<file path="src/rtl/bpsk_pkg.sv">
// Shared types, constants and helpers for the BPSK demodulator.
package bpsk_pkg;

  localparam int unsigned REF_W            = 8;
  localparam int unsigned LUT_DEPTH        = 4;
  localparam int unsigned DEFAULT_SAMPLE_W = 16;

  // One carrier period; phase matches the modulator so that tx bit 0 correlates positive.
  localparam logic signed [REF_W-1:0] CARRIER_LUT [LUT_DEPTH] = '{
    8'sd0, 8'sd127, 8'sd0, -8'sd127
  };

  typedef enum logic [0:0] {
    StAcquire,
    StLocked
  } demod_state_t;

  // Accumulator width: full product plus growth over one symbol.
  function automatic int unsigned acc_w(input int unsigned sample_w, input int unsigned ref_w,
                                        input int unsigned sps);
    return sample_w + ref_w + $clog2(sps);
  endfunction

endpackage

</file>
<file path="src/rtl/bpsk_symbol_integrator.sv">
// Carrier mixer followed by an integrate-and-dump over one symbol.
module bpsk_symbol_integrator
  import bpsk_pkg::*;
#(
  parameter int unsigned SAMPLE_W = DEFAULT_SAMPLE_W,
  parameter int unsigned SPS      = 20,
  parameter int unsigned ACC_W    = acc_w(SAMPLE_W, REF_W, SPS)
) (
  input  logic                       clk_i,
  input  logic                       rst_ni,
  input  logic                       en_i,
  input  logic signed [SAMPLE_W-1:0] sample_i,
  output logic signed [ACC_W-1:0]    dump_o,
  output logic                       dump_valid_o
);

  localparam int unsigned PROD_W = SAMPLE_W + REF_W;
  localparam int unsigned IDX_W  = $clog2(LUT_DEPTH);
  localparam int unsigned CNT_W  = $clog2(SPS);

  logic [IDX_W-1:0]         lut_idx_q, lut_idx_d;
  logic [CNT_W-1:0]         sym_cnt_q, sym_cnt_d;
  logic signed [PROD_W-1:0] prod_q, prod_d;
  logic                     last_q, last_d;
  logic signed [ACC_W-1:0]  acc_q, acc_d;
  logic signed [ACC_W-1:0]  dump_q, dump_d;
  logic                     dump_valid_q, dump_valid_d;
  logic signed [ACC_W-1:0]  prod_ext;

  assign prod_ext = {{(ACC_W - PROD_W){prod_q[PROD_W-1]}}, prod_q};

  // Mix stage and integrate stage next-state; everything holds while en_i is low.
  always_comb begin
    lut_idx_d    = lut_idx_q;
    sym_cnt_d    = sym_cnt_q;
    prod_d       = prod_q;
    last_d       = last_q;
    acc_d        = acc_q;
    dump_d       = dump_q;
    dump_valid_d = dump_valid_q;
    if (en_i) begin
      lut_idx_d    = (lut_idx_q == IDX_W'(LUT_DEPTH - 1)) ? '0 : lut_idx_q + 1'b1;
      sym_cnt_d    = (sym_cnt_q == CNT_W'(SPS - 1)) ? '0 : sym_cnt_q + 1'b1;
      prod_d       = sample_i * CARRIER_LUT[lut_idx_q];
      last_d       = (sym_cnt_q == CNT_W'(SPS - 1));
      dump_valid_d = last_q;
      if (last_q) begin
        // Dump includes the final product; the next symbol starts from zero.
        dump_d = acc_q + prod_ext;
        acc_d  = '0;
      end else begin
        acc_d  = acc_q + prod_ext;
      end
    end
  end

  // Pipeline registers with synchronous reset.
  always_ff @(posedge clk_i) begin
    if (!rst_ni) begin
      lut_idx_q    <= '0;
      sym_cnt_q    <= '0;
      prod_q       <= '0;
      last_q       <= 1'b0;
      acc_q        <= '0;
      dump_q       <= '0;
      dump_valid_q <= 1'b0;
    end else begin
      lut_idx_q    <= lut_idx_d;
      sym_cnt_q    <= sym_cnt_d;
      prod_q       <= prod_d;
      last_q       <= last_d;
      acc_q        <= acc_d;
      dump_q       <= dump_d;
      dump_valid_q <= dump_valid_d;
    end
  end

  assign dump_o       = dump_q;
  assign dump_valid_o = dump_valid_q;

endmodule

</file>
<file path="src/rtl/bpsk_demodulator_top.sv">
// Coherent BPSK receiver: mixer/integrator, sign slicer, energy check and lock FSM.
module bpsk_demodulator_top
  import bpsk_pkg::*;
#(
  parameter int unsigned     SAMPLE_W      = DEFAULT_SAMPLE_W,
  parameter int unsigned     SPS           = 20,
  parameter longint unsigned ENERGY_THRESH = 64'd1 << (SAMPLE_W + REF_W - 2),
  parameter int unsigned     LOCK_SYMBOLS  = 4
) (
  input  logic                       clk,
  input  logic                       rst_n,
  input  logic                       en,
  input  logic signed [SAMPLE_W-1:0] in,
  output logic                       out,
  output logic                       out_valid,
  output logic                       locked
);

  localparam int unsigned ACC_W  = acc_w(SAMPLE_W, REF_W, SPS);
  localparam int unsigned LCNT_W = $clog2(LOCK_SYMBOLS + 1);
  localparam logic [ACC_W:0] THRESH = (ACC_W + 1)'(ENERGY_THRESH);

  logic signed [ACC_W-1:0] dump;
  logic                    dump_valid;

  bpsk_symbol_integrator #(
    .SAMPLE_W (SAMPLE_W),
    .SPS      (SPS),
    .ACC_W    (ACC_W)
  ) u_integrator (
    .clk_i        (clk),
    .rst_ni       (rst_n),
    .en_i         (en),
    .sample_i     (in),
    .dump_o       (dump),
    .dump_valid_o (dump_valid)
  );

  logic              bit_q, bit_d;
  logic              good_q, good_d;
  logic              dec_valid_q, dec_valid_d;
  demod_state_t      state_q, state_d;
  logic [LCNT_W-1:0] good_cnt_q, good_cnt_d;
  logic [LCNT_W-1:0] bad_cnt_q, bad_cnt_d;
  logic              out_q, out_d;
  logic              out_valid_q, out_valid_d;

  logic signed [ACC_W:0] dump_wide;
  logic        [ACC_W:0] dump_mag;

  // One extra bit so the magnitude of the most negative dump is representable.
  assign dump_wide = {dump[ACC_W-1], dump};
  assign dump_mag  = dump_wide[ACC_W] ? -dump_wide : dump_wide;

  // Slicer: sign gives the bit, magnitude gives symbol quality.
  always_comb begin
    bit_d       = bit_q;
    good_d      = good_q;
    dec_valid_d = dec_valid_q;
    if (en) begin
      dec_valid_d = dump_valid;
      bit_d       = dump[ACC_W-1];
      good_d      = (dump_mag >= THRESH);
    end
  end

  // Lock FSM and output strobe; decisions made while locked are emitted, including the unlock one.
  always_comb begin
    state_d     = state_q;
    good_cnt_d  = good_cnt_q;
    bad_cnt_d   = bad_cnt_q;
    out_d       = out_q;
    out_valid_d = 1'b0;
    if (en && dec_valid_q) begin
      unique case (state_q)
        StAcquire: begin
          if (good_q) begin
            if (good_cnt_q == LCNT_W'(LOCK_SYMBOLS - 1)) begin
              state_d    = StLocked;
              good_cnt_d = '0;
              bad_cnt_d  = '0;
            end else begin
              good_cnt_d = good_cnt_q + 1'b1;
            end
          end else begin
            good_cnt_d = '0;
          end
        end
        StLocked: begin
          out_valid_d = 1'b1;
          out_d       = bit_q;
          if (!good_q) begin
            if (bad_cnt_q == LCNT_W'(LOCK_SYMBOLS - 1)) begin
              state_d    = StAcquire;
              good_cnt_d = '0;
              bad_cnt_d  = '0;
            end else begin
              bad_cnt_d = bad_cnt_q + 1'b1;
            end
          end else begin
            bad_cnt_d = '0;
          end
        end
        default: state_d = StAcquire;
      endcase
    end
  end

  // Decision, FSM and output registers with synchronous reset.
  always_ff @(posedge clk) begin
    if (!rst_n) begin
      bit_q       <= 1'b0;
      good_q      <= 1'b0;
      dec_valid_q <= 1'b0;
      state_q     <= StAcquire;
      good_cnt_q  <= '0;
      bad_cnt_q   <= '0;
      out_q       <= 1'b0;
      out_valid_q <= 1'b0;
    end else begin
      bit_q       <= bit_d;
      good_q      <= good_d;
      dec_valid_q <= dec_valid_d;
      state_q     <= state_d;
      good_cnt_q  <= good_cnt_d;
      bad_cnt_q   <= bad_cnt_d;
      out_q       <= out_d;
      out_valid_q <= out_valid_d;
    end
  end

  assign out       = out_q;
  assign out_valid = out_valid_q;
  assign locked    = (state_q == StLocked);

endmodule

</file>
<file path="config.mk">
export PLATFORM = sky130hd
export DESIGN_NAME = bpsk_demodulator_top
export DESIGN_NICKNAME = d
export VERILOG_FILES = /design/src/rtl/bpsk_pkg.sv /design/src/rtl/bpsk_symbol_integrator.sv /design/src/rtl/bpsk_demodulator_top.sv
export SDC_FILE = /design/constraint.sdc
export NUM_CORES = 1
export LEC_CHECK = 0
export ABC_AREA = 1
export CORE_MARGIN = 10
export CORE_UTILIZATION = 30
export CTS_BUF_LIST = sky130_fd_sc_hd__clkbuf_2
export DETAILED_ROUTE_END_ITERATION = 6
export GPL_TIMING_DRIVEN = 0
export PLACE_DENSITY = 0.46
export SYNTH_ARGS = -nofsm -noshare
export SYNTH_HDL_FRONTEND = slang
export SYNTH_HIERARCHICAL = 1
export SYNTH_SLANG_ARGS = --single-unit
</file>
<file path="constraint.sdc">
create_clock -name clk -period 5.4 [get_ports clk]
set_input_delay 0.54 -clock clk [delete_from_list [all_inputs] [get_ports clk]]
set_output_delay 0.54 -clock clk [all_outputs]
set_load 0.005 [all_outputs]
</file>
## Yosys cells after proc, flatten, opt, wreduce, memory -nomap -nowiden

Cells that the tools add are included.

- Register bits after elaboration: 103
- Word-level logic and storage cells: 63
- Input bits: 19
- Output and inout bits: 3

- Reductions and logical operators: 6
- Mux-type cells: 23
- Bitwise operators: 2
- Multiply operators: 1
- Equal/unequal tests: 8
- $lt $le $gt $ge: 2
- Add/sub/neg operators: 6

Operator list:

| cell | count |
|---|---|
| 30-bit by 23-bit >= comparator with 1-bit output (second input constant) | 1 |
| 30-bit two-way mux | 1 |
| 29-bit negator with 30-bit output | 1 |
| 29-bit by 24-bit adder with 29-bit output | 1 |
| 29-bit two-way mux | 1 |
| 16-bit by 8-bit multiplier with 24-bit output | 1 |
| 3-bit two-way mux | 8 |
| 8-bit binary-select mux with 2-bit select | 1 |
| 8-bit two-way mux | 2 |
| 3-bit case mux with 2 select lines | 2 |
| 3-bit by 1-bit adder with 3-bit output (second input constant) | 2 |
| 3-bit by 2-bit == test with 1-bit output (second input constant) | 2 |
| 2-bit != test (second input constant) | 3 |
| 2-bit AND reduction | 3 |
| 3-bit AND reduction | 2 |
| 5-bit by 1-bit adder with 5-bit output (second input constant) | 1 |
| 5-bit == test (second input constant) | 1 |
| 1-bit two-way mux | 5 |
| 5-bit two-way mux | 1 |
| 3-bit >= comparator (second input constant) | 1 |
| 2-bit inverter with 3-bit output | 1 |
| 2-bit by 1-bit adder with 2-bit output (second input constant) | 1 |
| 2-bit == test (second input constant) | 1 |
| 2-bit two-way mux | 1 |
| 4 further kinds | 4 |

## Depth between registers and ports, before layout

- Depth after elaboration: 5
- Mapped depth: 29
- Gate-level depth less buffers: 28

## Modules after synthesis

Netlist, hierarchy kept.

Modules (own cells, without submodules):

| module | cells an instance | area an instance (um2) | sequential area each (um2) | times used |
|---|---|---|---|---|
| bpsk_symbol_integrator | 1470 | 9809.4 | 1821.7 | 1 |
| bpsk_demodulator_top | 157 | 929.6 | 240.2 | 1 |

## Worst setup path after synthesis

No wires, ideal clock.

- Path kind: reg2reg
- Start point: register u_integrator.lut_idx_q[0]
- End point: register u_integrator.prod_q[20]
- Cell stages (with the launch flop): 21
- Path buffers: 2
- Setup slack: 798 ps
- Arrival time: 4486 ps
- Required time: 5285 ps
- Period minus slack after synthesis: 4602 ps
- Path through: dfxtp_1 -> ha_1 -> buf_2 -> buf_1 -> nand2_1 -> fa_1 -> inv_1 -> fa_1 -> fa_1 -> inv_1 -> fa_1 -> inv_1 -> ha_1 -> a21oi_1 -> o21ai_0 -> a21boi_0 -> nand2_1 -> nand2_1 -> nand2_1 -> o21ai_0 -> inv_1

- Longest elaborated chain between the ends: 5

RTL lines:

| element | line | RTL |
|---|---|---|
| start, declared | bpsk_symbol_integrator.sv:21 | `logic [IDX_W-1:0] lut_idx_q, lut_idx_d;` |
| start signal, assigned | bpsk_symbol_integrator.sv:68 | `lut_idx_q <= lut_idx_d;` |
| 2-bit inverter with 3-bit output (implied by the code) | bpsk_symbol_integrator.sv:44 | `prod_d = sample_i * CARRIER_LUT[lut_idx_q];` |
| 8-bit binary-select mux with 2-bit select | bpsk_symbol_integrator.sv:44 |  |
| 8-bit two-way mux (implied by the code) (2 in a row) | bpsk_symbol_integrator.sv:44 |  |
| 16-bit by 8-bit multiplier with 24-bit output | bpsk_symbol_integrator.sv:44 |  |
| end signal, assigned | bpsk_symbol_integrator.sv:70 | `prod_q <= prod_d;` |
| end, declared | bpsk_symbol_integrator.sv:23 | `logic signed [PROD_W-1:0] prod_q, prod_d;` |

No other way between the ends. The select of a mux whose other input is x is not followed.
A chain may end at the register's enable or synchronous reset.

## Final worst setup path

- Start point: register u_integrator.lut_idx_q[0]
- End point: register u_integrator.prod_q[23]

Same word-level chain as after synthesis.

==> impl_metrics.py <==
metrics = {
    "setup_path": {
        "crit_path_end_kind": "flip-flop",
        "crit_chain": "ha_1 > buf_4 > clkinvlp_4 > clkbuf_4 > or2_2 > fa_1 > fa_1 > inv_1 > fa_1 > inv_1 > fa_1 > inv_1 > ha_1 > a21oi_1 > o21ai_0 > a21oi_2 > nand3_1 > nand2_1 > nand3_1 > nand2_1 > inv_1",
        "crit_slowest_cell": "fa_1",
        "worstRegToRegCells": 21,
        "timing.rr.end": "u_integrator/prod_q[23]$_SDFFE_PN0P_",
        "cp_data_arrival_time_ns": 5.69,
        "r2r_setup_slack_ns": 0.30,
        "crit_type": "flip-flop to flip-flop",
        "critPathMaxStageDelay_ns": 0.55,
        "cp.required_ns": 5.98,
        "startpoint_type": "flip-flop",
        "rr_startpoint": "u_integrator/lut_idx_q[0]$_SDFFE_PN0P_",
        "critPathMaxFanout": 10,
    },
    "place": {
        "gp_congestion": 0.8642,
        "dp_hpwl_um": 24800,
        "portBuffers": 21,
        "placed_cells": 2109,
    },
    "timing": {
        "rsz0062_at_grt": "no",
        "hold_viol_final": 0,
        "maxSlewHeadroom": 0.4497,
        "fin_crit_sh": 0.9448,
        "setup_tns_ns": 0,
        "timing.fmax_mhz": 196.0,
        "finalSetupViolCount": 0,
        "finalClockSkew_ns": 0.05086,
        "tightestPinTransition_ns": 0.8255,
        "maxSlewViolCount": 0,
        "layout_min_cycle_time_ns": 5.102,
    },
    "clock_network": {
        "clk_latency_ns": 0.65,
        "clock_sinks": 103,
        "path_clk_slew_ns": 0.35,
        "cts_max_level": 3,
        "cts_buffers": 9,
        "cts_tree": "yes",
        "cts_buffer_depth": 2,
        "cts_hold_buf": 0,
        "clockRootBuffer": "clkbuf_2",
    },
    "floorplanning": {
        "die_w_um": 209.2,
        "fp.dieH_um": 209.2,
        "ios": 22,
        "start_util": 0.3027,
        "core_area_mm2": 0.03548,
        "row_count": 69,
        "dieArea_mm2": 0.04376,
    },
    "pwr": {
        "p_seq_frac": 0.316,
        "ir_drop_uv": 115.0,
        "pwr_density_cell_mw_per_mm2": 238.5,
        "switchingPower_mw": 1.337,
        "p_leak_nw": 6.629,
        "p_int_mw": 1.449,
        "p_comb_frac": 0.546,
        "swShare": 0.4798,
        "clock_power_share": 0.138,
    },
    "synthesis": {
        "syn_area_mm2": 0.01074,
        "async_reset_ff_frac": 0,
        "synthesis.instances": 1627,
        "ys_seq_elements": 103,
        "synth_edf_count": 0,
        "syn-num-nets": 1813,
        "synth_warnings": 6,
        "ys_types": 38,
        "avgSynthCellArea_um2": 6.601,
        "yosys_most_used_dff": "dfxtp_1",
        "ys_seq_area_frac": 0.1920,
    },
    "final_layout": {
        "syn_to_final_growth_pct": 8.762,
        "regArea_mm2": 0.002067,
        "drive_above_1_share": 0.04985,
        "multi_input_area_mm2": 0.007164,
        "fillers": 3962,
        "layout.cells.non_filler": 2128,
        "fin_util": 0.3292,
        "layout.nets": 1846,
    },
    "global_route": {
        "antenna_found_initial": 2,
        "grt_pass1_wl_um": 49380,
        "gr-usage-all-layers": 0.1375,
        "grt_max_degree": 21,
        "first_global_vias": 9576,
        "grt_overflow": 0,
    },
    "worst_hold_path": {
        "hold_path.class": "flip-flop to flip-flop",
        "holdPathEnd": "dec_valid_q$_SDFFE_PN0P_",
        "timing.hold.worst_path_depth": 2,
        "hp-start": "u_integrator/dump_valid_o$_SDFFE_PN0P_",
    },
    "route": {
        "first_pass_iters": 5,
        "wl_per_cell_um": 13.71,
        "detail-route-antenna-nets": 0,
        "routed_via_density": 4.434,
        "drtIter0Drc": 439,
        "wl_um": 29170,
        "drc_errors": 0,
        "dr_total_vias": 9436,
    },
    "run": {
        "drv_cap": 0,
    },
    "run_status": {
        "outcome": "completed",
    },
}
flip-flops by register name (all words and copies together), names as in the netlist, 2 cells and up:
| signal | flops |
|---|---|
| u_integrator/acc_q | 29 |
| u_integrator/dump_o | 29 |
| u_integrator/prod_q | 24 |
| u_integrator/sym_cnt_q | 5 |
| bad_cnt_q | 3 |
| good_cnt_q | 3 |
| u_integrator/lut_idx_q | 2 |
routing by layer:
| layer | share of wire | GRT usage |
|---|---|---|
| met1 | 0.50 | 0.1830 |
| met2 | 0.48 | 0.2375 |
| met3 | 0.017 | 0.01193 |
| met4 | 0.0091 | 0.02630 |
| met5 | 0 | 0 |
final cells by class:
cell class | count | area share
Timing Repair Buffer | 23 | 0.01928
Buffer | 34 | 0.01414
Tap cell | 461 | 0.04938
Clock buffer | 9 | 0.003856
Clock inverter | 7 | 0.005892
Sequential cell | 103 | 0.1770
Multi-Input combinational cell | 1127 | 0.6134
Antenna cell | 2 | 0.0004285
Inverter | 362 | 0.1167
worst max-delay path by stage:
stage,start,end,slack [ns]
6_report,u_integrator/lut_idx_q[0]$_SDFFE_PN0P_,u_integrator/prod_q[23]$_SDFFE_PN0P_,0.30
5_1_grt,u_integrator/lut_idx_q[0]$_SDFFE_PN0P_,u_integrator/prod_q[23]$_SDFFE_PN0P_,0.01
4_1_cts,u_integrator/lut_idx_q[0]$_SDFFE_PN0P_,u_integrator/prod_q[23]$_SDFFE_PN0P_,0.07
3_5_place_dp,u_integrator/lut_idx_q[0]$_SDFFE_PN0P_,u_integrator/prod_q[23]$_SDFFE_PN0P_,-0.05
3_3_place_gp,u_integrator/lut_idx_q[0]$_SDFFE_PN0P_,u_integrator/prod_q[23]$_SDFFE_PN0P_,-0.04
2_1_floorplan,u_integrator/lut_idx_q[0]$_SDFFE_PN0P_,u_integrator/prod_q[20]$_SDFFE_PN0P_,0.80
synth_stat cells, types with 3 or more instances:
cell / number / share of area
a21boi_0: 3 / 0.0021
a21o_1: 6 / 0.0042
a21oi_1: 80 / 0.037
a21oi_2: 4 / 0.0033
buf_1: 6 / 0.0021
buf_2: 14 / 0.0065
clkbuf_1: 13 / 0.0045
dfxtp_1: 103 / 0.19
fa_1: 81 / 0.15
ha_1: 86 / 0.10
inv_1: 359 / 0.13
inv_2: 3 / 0.0010
nand2_1: 421 / 0.15
nand2_2: 4 / 0.0023
nand3_1: 70 / 0.033
nand3_2: 7 / 0.0065
nand3b_1: 7 / 0.0049
nand3b_4: 4 / 0.0075
nand4_1: 9 / 0.0052
nor2_1: 183 / 0.064
nor2_2: 13 / 0.0076
nor3_1: 6 / 0.0028
o21ai_0: 69 / 0.032
o21ai_1: 4 / 0.0019
o21bai_1: 12 / 0.0084
or2_2: 5 / 0.0029
xnor2_1: 4 / 0.0033
xor2_1: 39 / 0.032
worst max-delay path: cells and delay by family (launching register included):
family	cells	cell delay (ns)
AOI/OAI and AO/OA	3	0.56
adders and majority gates	6	2.59
buffers and inverters	7	0.77
DFF	1	0.44
and+or+nand+nor	5	0.68
power groups by stage:
stage / combinational (mW) / sequential (mW) / clock, mW
global route: 1.77 / 0.894 / 0.435
detailed placement: 1.53 / 0.897 / 0
finish: 1.52 / 0.881 / 0.383
floorplan: 1.13 / 0.878 / 0
global placement: 1.53 / 0.897 / 0
CTS: 1.54 / 0.884 / 0.407
cells in the final DEF (no fill, tap or decap), types with 10 or more instances in the layout:
cell type        synthesis  routed
inv_1                  359     358
clkbuf_2                 0      10
clkdlybuf4s50_1          0      21
ha_1                    86      86
nand3_1                 70      70
a21oi_1                 80      79
fa_1                    81      81
nand2_1                421     421
nor2_1                 183     182
xor2_1                  39      39
nor2_2                  13      14
dfxtp_1                103     101
o21bai_1                12      12
o21ai_0                 69      69
clkbuf_1                13      12
buf_2                   14      11
per-stage QoR:
| stage | hold WS, ns | worst slack (ns) | cell area, µm² | power, mW |
|---|---|---|---|---|
| 6_report | 0.4705 | 0.2981 | 11680 | 2.786 |
| 3_5_place_dp | 0.4467 | -0.04564 | 11530 | 2.426 |
| 2_1_floorplan | 0.4194 | 0.7981 | 10740 | 2.007 |
| 5_1_grt | 0.4886 | 0.01382 | 11680 | 3.102 |
| 4_1_cts | 0.4727 | 0.06856 | 11640 | 2.832 |
| 3_3_place_gp | 0.4428 | -0.04238 | 11530 | 2.427 |
logic make-up after synthesis:
group,count (synthesis),synth area share
buffers and inverters,397,0.1414
adders and majority gates,167,0.2512
DFF,103,0.1920
AOI/OAI and AO/OA,183,0.09297
xor gates and xnor gates,43,0.03507
and+or+nand+nor,734,0.2873
timing repair:
action	CTS	global route
buffers inserted	0	2
resized for setup	0	13
setup endpoints to repair	3	12
No activity file was read; power rests on OpenSTA's default activity.
